## config.mk

```make
export PLATFORM = sky130hd
export DESIGN_NAME = time_keeper
export DESIGN_NICKNAME = d
export VERILOG_FILES = /design/src/rtl/time_keeper.sv
export SDC_FILE = /design/constraint.sdc
export NUM_CORES = 1
export LEC_CHECK = 0
export BUFFER_PORTS_ARGS = -buffer_cell sky130_fd_sc_hd__buf_2
export CORE_MARGIN = 3
export CORE_UTILIZATION = 52
export DETAILED_ROUTE_END_ITERATION = 10
export GPL_ROUTABILITY_DRIVEN = 1
export MAX_ROUTING_LAYER = met4
export PLACE_DENSITY = 0.77
export SYNTH_ARGS = -nofsm -noshare
export SYNTH_HDL_FRONTEND = slang
export SYNTH_SLANG_ARGS = --single-unit
```

## constraint.sdc

```tcl
create_clock -name clk_100MHz -period 2.15 [get_ports clk_100MHz]
set_input_delay 0.215 -clock clk_100MHz [delete_from_list [all_inputs] [get_ports clk_100MHz]]
set_output_delay 0.215 -clock clk_100MHz [all_outputs]
set_load 0.005 [all_outputs]
```

## src/rtl/time_keeper.sv

```systemverilog
// -----------------------------------------------------------------------------
// time_keeper
//
// Timekeeping stage that feeds the calendar block. It divides clk_100MHz down
// to a 1 Hz tick and keeps 24-hour hours/minutes/seconds in binary. A RUN/SET
// mode FSM lets the user set the time with pre-debounced push buttons.
//
// Ports
//   clk_100MHz  in   1  system clock, all logic on its rising edge
//   reset       in   1  synchronous, active-high reset (priority over all)
//   mode_set    in   1  level: 1 requests SET mode, 0 requests RUN mode
//   inc_hour    in   1  debounced button, rising edge = hour++ (SET only)
//   inc_minute  in   1  debounced button, rising edge = minute++ (SET only)
//   clr_second  in   1  debounced button, rising edge = seconds <= 0 (SET only)
//   hours       out  8  0..23, registered
//   minutes     out  8  0..59, registered
//   seconds     out  8  0..59, registered
//   tick_1Hz    out  1  one-cycle pulse in the last clk cycle of each second
//   end_of_day  out  1  level, high while time == 23:59:59
//   running     out  1  1 in RUN state, 0 in SET state
// -----------------------------------------------------------------------------
module time_keeper #(
    parameter int CLK_FREQ_HZ    = 100_000_000,
    parameter int DEFAULT_HOUR   = 0,
    parameter int DEFAULT_MINUTE = 0,
    parameter int DEFAULT_SECOND = 0
) (
    input  logic       clk_100MHz,
    input  logic       reset,
    input  logic       mode_set,
    input  logic       inc_hour,
    input  logic       inc_minute,
    input  logic       clr_second,
    output logic [7:0] hours,
    output logic [7:0] minutes,
    output logic [7:0] seconds,
    output logic       tick_1Hz,
    output logic       end_of_day,
    output logic       running
);

    // Prescaler width; a modulus of 1 would give a zero-width counter, so
    // clamp to at least one bit.
    localparam int PRESC_W = (CLK_FREQ_HZ > 1) ? $clog2(CLK_FREQ_HZ) : 1;
    localparam logic [PRESC_W-1:0] PRESC_MAX = PRESC_W'(CLK_FREQ_HZ - 1);
    localparam logic [PRESC_W-1:0] PRESC_ONE = PRESC_W'(1);

    localparam logic [7:0] HOUR_RST   = 8'(DEFAULT_HOUR);
    localparam logic [7:0] MINUTE_RST = 8'(DEFAULT_MINUTE);
    localparam logic [7:0] SECOND_RST = 8'(DEFAULT_SECOND);

    localparam logic [7:0] HOUR_LAST = 8'd23;
    localparam logic [7:0] MIN_LAST  = 8'd59;
    localparam logic [7:0] SEC_LAST  = 8'd59;

    typedef enum logic {
        ST_RUN = 1'b0,
        ST_SET = 1'b1
    } state_e;

    // Button history bit order: {hour, minute, second}.
    typedef struct packed {
        logic hour;
        logic minute;
        logic second;
    } btn_t;

    state_e             state_q,    state_d;
    logic [PRESC_W-1:0] presc_q,    presc_d;
    logic               tick_q,     tick_d;
    logic [7:0]         hours_q,    hours_d;
    logic [7:0]         minutes_q,  minutes_d;
    logic [7:0]         seconds_q,  seconds_d;
    btn_t               btn_hist_q, btn_hist_d;
    btn_t               btn_now;
    btn_t               btn_rise;

    // -------------------------------------------------------------------------
    // Mode FSM: the requested mode is simply the level of mode_set, taking
    // effect on the next edge.
    // -------------------------------------------------------------------------
    always_comb begin
        state_d = state_q;
        case (state_q)
            ST_RUN:  if (mode_set)  state_d = ST_SET;
            ST_SET:  if (!mode_set) state_d = ST_RUN;
            default: state_d = ST_RUN;
        endcase
    end

    // -------------------------------------------------------------------------
    // Prescaler and tick.
    // The counter is held at 0 in SET so that the first second after
    // returning to RUN is a full CLK_FREQ_HZ cycles long. tick is registered
    // from the *next* prescaler value, so it is high exactly in the cycle in
    // which the prescaler holds its last value. Gating with state_d keeps the
    // tick out of the first SET cycle after a RUN->SET transition.
    // -------------------------------------------------------------------------
    always_comb begin
        // NOTE: every signal assigned in a combinational block gets a default
        // first, so no path leaves it unassigned and no latch is inferred.
        presc_d = '0;
        if (state_q == ST_RUN) begin
            presc_d = (presc_q >= PRESC_MAX) ? '0 : presc_q + PRESC_ONE;
        end
        tick_d = (state_d == ST_RUN) && (presc_d == PRESC_MAX);
    end

    // -------------------------------------------------------------------------
    // Button edge detection. History updates every cycle in both modes, so a
    // button pressed in RUN and held into SET does not fire on the mode
    // change.
    // -------------------------------------------------------------------------
    always_comb begin
        btn_now    = '{hour: inc_hour, minute: inc_minute, second: clr_second};
        btn_rise   = btn_now & ~btn_hist_q;
        btn_hist_d = btn_now;
    end

    // -------------------------------------------------------------------------
    // Time counters.
    // A tick can only be high while state_q is RUN, so the tick path and the
    // button path never compete. Comparisons use >= so that any out-of-range
    // value reloads 0 on its next increment.
    // -------------------------------------------------------------------------
    always_comb begin
        hours_d   = hours_q;
        minutes_d = minutes_q;
        seconds_d = seconds_q;

        if (tick_q) begin
            if (seconds_q >= SEC_LAST) begin
                seconds_d = '0;
                if (minutes_q >= MIN_LAST) begin
                    minutes_d = '0;
                    hours_d   = (hours_q >= HOUR_LAST) ? '0 : hours_q + 8'd1;
                end else begin
                    minutes_d = minutes_q + 8'd1;
                end
            end else begin
                seconds_d = seconds_q + 8'd1;
            end
        end else if (state_q == ST_SET) begin
            // Each button acts on its own field only: no carries in SET.
            if (btn_rise.hour) begin
                hours_d = (hours_q >= HOUR_LAST) ? '0 : hours_q + 8'd1;
            end
            if (btn_rise.minute) begin
                minutes_d = (minutes_q >= MIN_LAST) ? '0 : minutes_q + 8'd1;
            end
            if (btn_rise.second) begin
                seconds_d = '0;
            end
        end
    end

    // -------------------------------------------------------------------------
    // State registers. Reset is synchronous and overrides everything,
    // including a tick that would otherwise have been issued this cycle.
    // History resets to 1 so a button held through reset needs a fresh press.
    // -------------------------------------------------------------------------
    always_ff @(posedge clk_100MHz) begin
        // NOTE: sequential state uses non-blocking assignments so every flop
        // samples pre-edge values regardless of statement order.
        if (reset) begin
            state_q    <= ST_RUN;
            presc_q    <= '0;
            tick_q     <= 1'b0;
            hours_q    <= HOUR_RST;
            minutes_q  <= MINUTE_RST;
            seconds_q  <= SECOND_RST;
            btn_hist_q <= '1;
        end else begin
            state_q    <= state_d;
            presc_q    <= presc_d;
            tick_q     <= tick_d;
            hours_q    <= hours_d;
            minutes_q  <= minutes_d;
            seconds_q  <= seconds_d;
            btn_hist_q <= btn_hist_d;
        end
    end

    // -------------------------------------------------------------------------
    // Outputs. end_of_day decodes the registered counters, so it is stable
    // for the whole final second and is valid at the tick's rising edge.
    // -------------------------------------------------------------------------
    assign hours      = hours_q;
    assign minutes    = minutes_q;
    assign seconds    = seconds_q;
    assign tick_1Hz   = tick_q;
    assign running    = (state_q == ST_RUN);
    assign end_of_day = (hours_q == HOUR_LAST) && (minutes_q == MIN_LAST) &&
                        (seconds_q == SEC_LAST);

endmodule
```

### Yosys cells after proc, flatten, opt, wreduce, memory -nomap -nowiden

Cells that the tools add are included.

| word-level totals | value |
|---|---|
| flip-flop bits (word level) | 56 |
| output and inout port bits | 27 |

| operators by class | value |
|---|---|
| add/subtract/negate cells | 4 |
| $lt $le $gt $ge | 4 |
| equality and inequality tests | 6 |
| mux-type cells | 18 |
| bitwise operators | 4 |
| reductions and logical operators | 10 |

Operators with widths:

| kind | count |
|---|---|
| two-way mux 8 bit | 15 |
| two-way mux 27 bit | 2 |
| adder 27 x 1 -> 27 bit (second input constant) | 1 |
| == test 27 bit (second input constant) | 1 |
| >= comparator 27 bit (second input constant) | 1 |
| adder 8 x 1 -> 8 bit (second input constant) | 3 |
| == test 8 x 6 -> 1 bit (second input constant) | 2 |
| >= comparator 8 x 6 -> 1 bit (second input constant) | 2 |
| == test 8 x 5 -> 1 bit (second input constant) | 1 |
| >= comparator 8 x 5 -> 1 bit (second input constant) | 1 |
| nonzero test 2 bit | 4 |
| != test 2 x 1 -> 1 bit (second input constant) | 2 |
| AND reduction 4 bit | 1 |
| bitwise AND 3 bit | 1 |
| logical AND 1 bit | 3 |
| NOT 3 bit | 1 |
| AND reduction 3 bit | 1 |
| NOT 1 bit | 2 |
| AND reduction 2 bit | 1 |
| two-way mux 1 bit | 1 |

### Longest topological paths before layout

| depth | value |
|---|---|
| depth in word-level cells | 5 |
| mapped depth | 9 |
| gate-level depth less buffers | 7 |

### Worst setup path before layout

OpenSTA, ideal clock, no wires.

| timing | value |
|---|---|
| path kind | register -> register |
| start point | register presc_q[0] |
| end point | register tick_q (netlist: tick_1Hz) |
| setup time | 0.088 ns |
| arrival | 2.049 ns |
| data required time | 2.062 ns |
| path slack | 0.013 ns |
| cell stages (with the launch flop) | 9 |
| cells stage by stage | dfxtp_1 -> ha_1 -> and2_0 -> clkbuf_1 -> xnor2_1 -> nand3_1 -> a211o_1 -> a2111o_1 -> nor4_2 |

| on the way | value |
|---|---|
| longest elaborated chain between the ends | 5 |

Ends and longest elaborated chain:

| element | RTL line | text |
|---|---|---|
| from (decl) | 69 | `logic [PRESC_W-1:0] presc_q, presc_d;` |
| from (signal assigned) | 175 | `presc_q <= presc_d;` |
| adder 27 x 1 -> 27 bit or >= comparator 27 bit (tied branches) | 104 | `presc_d = (presc_q >= PRESC_MAX) ? '0 : presc_q + PRESC_ONE;` |
| two-way mux 27 bit (*) | 104 |  |
| two-way mux 27 bit (*) | 103 | `if (state_q == ST_RUN) begin` |
| == test 27 bit (*) | 106 | `tick_d = (state_d == ST_RUN) && (presc_d == PRESC_MAX);` |
| logical AND 1 bit (*) | 106 |  |
| to (signal assigned) | 176 | `tick_q <= tick_d;` |
| to (decl) | 70 | `logic tick_q, tick_d;` |

Mark *: on every way between the ends. The rest lies on a longest branch, timed or not.
A chain may end at the register's enable or synchronous reset.

### Worst setup path in the final report

| timing | value |
|---|---|
| start point | register presc_q[13] |
| end point | register tick_q (netlist: tick_1Hz) |

The elaborated chain is that of the path after synthesis.

==> impl_table.tex <==
\begin{tabular}{lr}
\hline
Metric & Value \\
\hline
\multicolumn{2}{l}{\textbf{Logic synthesis}} \\
Number of flops mapped to enable cells by yosys & 0 \\
Main flop type after synthesis & sky130\_fd\_sc\_hd\_\_dfxtp\_1 \\
Part of the Yosys area used for sequential elements & between 40 and 50\% \\
Cells after synthesis & approximately 320 \\
Number of warnings reported in the yosys synthesis log & 0 \\
Netlist cell types & between 50 and 60 \\
Synthesized area & $\sim$0.0028 mm2 \\
Mapped Nets & 334 \\
Async set or reset register ratio after synthesis & 0\% \\
Avg Synthesized Cell Area & 8.58 um2 \\
Count of state elements after synthesis & 56 \\
\multicolumn{2}{l}{\textbf{Setup path}} \\
Worst Setup Start Kind & flop \\
Library cell appearing most often on the critical path & sky130\_fd\_sc\_hd\_\_nor4\_2 \\
Buffering stage count on the worst path with inverters included & 1 \\
Endpoint type of the worst setup path & flop \\
Path type of the worst setup path & reg -> reg \\
WP data required & roughly 2.4 ns \\
Arrival time worst endpoint & about 2.4 ns \\
Slowest cell on crit path & sky130\_fd\_sc\_hd\_\_or4b\_2 \\
Crit-path max cell delay & approximately 0.6 ns \\
Dominant delay contributor by cell family on the critical path & simple AND/OR/NAND/NOR gates \\
Worst Path Max Fanout & 2 \\
Cells along the critical path & buf\_4, or4b\_2, nor4\_2, o211ai\_1, a2111o\_1, nor4\_2 \\
\multicolumn{2}{l}{\textbf{Global routing}} \\
Vias in the first global route & between 2k and 3k \\
Maximum number of pins on one net before global-route repair & 17 \\
First-pass GRT wire length & $\sim$12000 um \\
Number of antenna violations at the first check in global routing & 0 \\
Aggregate global routing overflow & 0 \\
Total GRT Usage & 24.9\% \\
\multicolumn{2}{l}{\textbf{Hold path}} \\
Worst min-delay path category & in -> reg \\
\multicolumn{2}{l}{\textbf{STA}} \\
Max Slew Vio Count & 0 \\
Endpoints failing setup & 0 \\
Worst Max-Slew Pin Slew & between 0.3 and 0.4 ns \\
Max-Slew Margin vs Limit & 76.3\% \\
RSZ-0062 raised after global routing & true \\
Post-route setup TNS & 0 ns \\
Final cycle utilization of the critical path & between 90\% and 100\% \\
Worst Clk Skew & 0.0107 ns \\
Tmin final & 2.12 ns \\
Setup slack after layout & $\sim$0.032 ns \\
Final hold viol count & 0 \\
Achievable clock frequency & 472 MHz \\
\multicolumn{2}{l}{\textbf{Layout}} \\
\# nets final & between 400 and 500 \\
Commonest cells after routing, fill and taps aside & sky130\_fd\_sc\_hd\_\_nor2\_1, sky130\_fd\_sc\_hd\_\_dfxtp\_1, sky130\_fd\_sc\_hd\_\_buf\_4 \\
Layout overhead on the synthesized area & 25.4\% \\
Core utilization of the finished layout & between 70\% and 80\% \\
Area of the multi-input gates & 0.00164 mm2 \\
Most common cell after layout, fill and taps aside & sky130\_fd\_sc\_hd\_\_nor2\_1 \\
Register cell area after layout & approximately 0.0011 mm2 \\
Number of fill cells & approximately 430 \\
Antenna cell count & 0 \\
Ratio of cells with drive above 1 in the final layout & between 20\% and 30\% \\
\multicolumn{2}{l}{\textbf{Power}} \\
Worst voltage drop across the vdd grid & 0.000416 V \\
Sw power & 390 uW \\
Total design power & 1.72 mW \\
Combinational power share & 3.8\% \\
Clock power frac & 35.1\% \\
Switching portion of total power & around 23\% \\
Leakage power total & 1.44 nW \\
Sequential share of power & between 60\% and 70\% \\
Power per Cell Area & slightly below 500 mW/mm2 \\
Pint & about 1.3 mW \\
\multicolumn{2}{l}{\textbf{Place}} \\
Final RePlAce weighted congestion & roughly 1.0 \\
IO Port Bufs & 32 \\
Post-placement setup slack & -0.0731 ns \\
Final HPWL DP & between 5000 and 6000 um \\
\multicolumn{2}{l}{\textbf{Detailed routing}} \\
Vias & 2620 \\
Detail-routed net length per standard cell & 15.4 um \\
Final ANT Viol Nets & 0 \\
Post-detailed-route DRC marker count & 0 \\
1st-pass router iterations & 4 \\
Number of vias per cell & 5.63 \\
Sum of routed wire length over all layers & 7150 um \\
Initial detailed-routing violation count & 171 \\
\multicolumn{2}{l}{\textbf{Clock network}} \\
Root Buffer Master & sky130\_fd\_sc\_hd\_\_clkbuf\_8 \\
Clock latency on the worst-skew pair & between 0.3 and 0.4 ns \\
Clock slew at reported path FFs & around 0.1 ns \\
Clk sink count & 56 \\
Number of levels in the clock H-tree & 2 \\
Hold-fix buffers at CTS & 0 \\
CTS buffer count & 5 \\
Clock tree from TritonCTS & done \\
Deepest clock path buffer count & 2 \\
\multicolumn{2}{l}{\textbf{Die}} \\
Starting Density & 56.3\% \\
Die area & approximately 0.0063 mm2 \\
Area inside the core boundary & $\sim$0.0049 mm2 \\
Ports & 33 \\
Die extent in x & between 70 and 80 um \\
Chip height & between 70 and 80 um \\
Cell row count & 25 \\
\multicolumn{2}{l}{\textbf{Job}} \\
Max-cap violation count & 0 \\
\multicolumn{2}{l}{\textbf{Status}} \\
Outcome & complete, no violations \\
\hline
\end{tabular}
-- metrics by stage --
step,area (um2),std cells,hold slack (ns)
3_5_place_dp,3280,452,0.429
2_1_floorplan,2780,324,0.322
3_3_place_gp,3280,452,0.425
6_report,3490,465,0.107
5_1_grt,3490,465,0.107
4_1_cts,3450,464,0.108
-- path summary, 6_finish.rpt --
| kind | from | endpoint | slack (ns) | cells past startpoint |
|---|---|---|---|---|
| max reg2reg | presc_q[13] | tick_1Hz | 0.03 | 6 |
| min reg2reg | presc_q[0] | presc_q[0] | 0.47 | 1 |
| min | inc_hour | btn_hist_q[2] | 0.11 | 2 |
| max | presc_q[13] | tick_1Hz | 0.03 | 6 |
-- Yosys cell counts, types with 2 or more instances --
library cell / instances / area [um2]
sky130_fd_sc_hd__clkbuf_1: 10 / 37.5
sky130_fd_sc_hd__o21ai_0: 3 / 15.0
sky130_fd_sc_hd__mux2i_1: 5 / 50.1
sky130_fd_sc_hd__or2_2: 4 / 25.0
sky130_fd_sc_hd__nor4_1: 4 / 25.0
sky130_fd_sc_hd__o21a_1: 3 / 22.5
sky130_fd_sc_hd__o211ai_1: 3 / 22.5
sky130_fd_sc_hd__nor3_1: 9 / 45.0
sky130_fd_sc_hd__nand2b_1: 3 / 18.8
sky130_fd_sc_hd__nor2b_1: 4 / 25.0
sky130_fd_sc_hd__nand4_1: 13 / 81.3
sky130_fd_sc_hd__and3_1: 4 / 25.0
sky130_fd_sc_hd__nor4_2: 2 / 25.0
sky130_fd_sc_hd__nand3_1: 13 / 65.1
sky130_fd_sc_hd__o31ai_1: 2 / 15.0
sky130_fd_sc_hd__dfxtp_1: 56 / 1120
sky130_fd_sc_hd__and4_1: 3 / 26.3
sky130_fd_sc_hd__a31oi_1: 4 / 25.0
sky130_fd_sc_hd__nand2_1: 23 / 86.3
sky130_fd_sc_hd__or3_1: 3 / 18.8
sky130_fd_sc_hd__xnor2_1: 16 / 140
sky130_fd_sc_hd__nor2_1: 60 / 225
sky130_fd_sc_hd__and2_1: 3 / 18.8
sky130_fd_sc_hd__a21boi_0: 2 / 15.0
sky130_fd_sc_hd__a21o_1: 4 / 30.0
sky130_fd_sc_hd__inv_1: 7 / 26.3
sky130_fd_sc_hd__a21oi_1: 6 / 30.0
sky130_fd_sc_hd__nor3b_1: 2 / 15.0
sky130_fd_sc_hd__nand3b_1: 2 / 15.0
sky130_fd_sc_hd__ha_1: 4 / 50.1
sky130_fd_sc_hd__xor2_1: 20 / 175
sky130_fd_sc_hd__o2111ai_1: 2 / 17.5
-- registers in the layout, indices dropped and copies added, names as in the netlist --
| register | cells |
|---|---|
| btn_hist_q | 3 |
| minutes | 8 |
| presc_q | 27 |
| tick_1Hz | 1 |
| hours | 8 |
| state_q | 1 |
| seconds | 8 |
-- metal layers --
| metal | vias to the layer above | wire (um) | GRT usage, % | part of all wire (%) |
|---|---|---|---|---|
| met4 | 0 | 200 | 10.7 | 2.8 |
| li1 | 1275 | - | - | - |
| met1 | 1254 | 3180 | 30.3 | 45 |
| met2 | 75 | 3390 | 40.3 | 47 |
| met5 | - | 0 | - | 0 |
| met3 | 16 | 374 | 4.88 | 5.2 |
-- what timing repair did --
action,CTS,global route
setup endpoints to repair,1,1
setup buffers,4,1
pin swaps,8,2
gates resized for setup,12,8
-- cell type report --
type	instances	area share [%]
inverters	8	0.861
flip-flops and latches	56	32.4
clock inverters	1	0.215
clock buffers	7	2.48
well taps	67	2.40
repair buffers	78	14.5
multi-input cells	248	47.1
-- power groups by stage --
| stage | registers, mW | logic, mW | clock network [mW] |
|---|---|---|---|
| after detailed placement | 1.08 | 0.0634 | 0 |
| after global placement | 1.08 | 0.0629 | 0 |
| after CTS | 1.05 | 0.0641 | 0.612 |
| after floorplan | 1.08 | 0.0378 | 0 |
| after global routing | 1.06 | 0.0731 | 0.658 |
| final | 1.05 | 0.0648 | 0.605 |
-- kinds of logic after synthesis --
| logic type | after synthesis | synth area share [%] |
|---|---|---|
| simple gates | 164 | 31.7 |
| flops | 56 | 40.3 |
| compound gates | 38 | 9.86 |
| xor+xnor | 36 | 11.3 |
| buf+inv | 20 | 2.79 |
| mux | 6 | 2.21 |
| fa+ha+maj | 4 | 1.80 |
(Power assumes the default switching activity.)
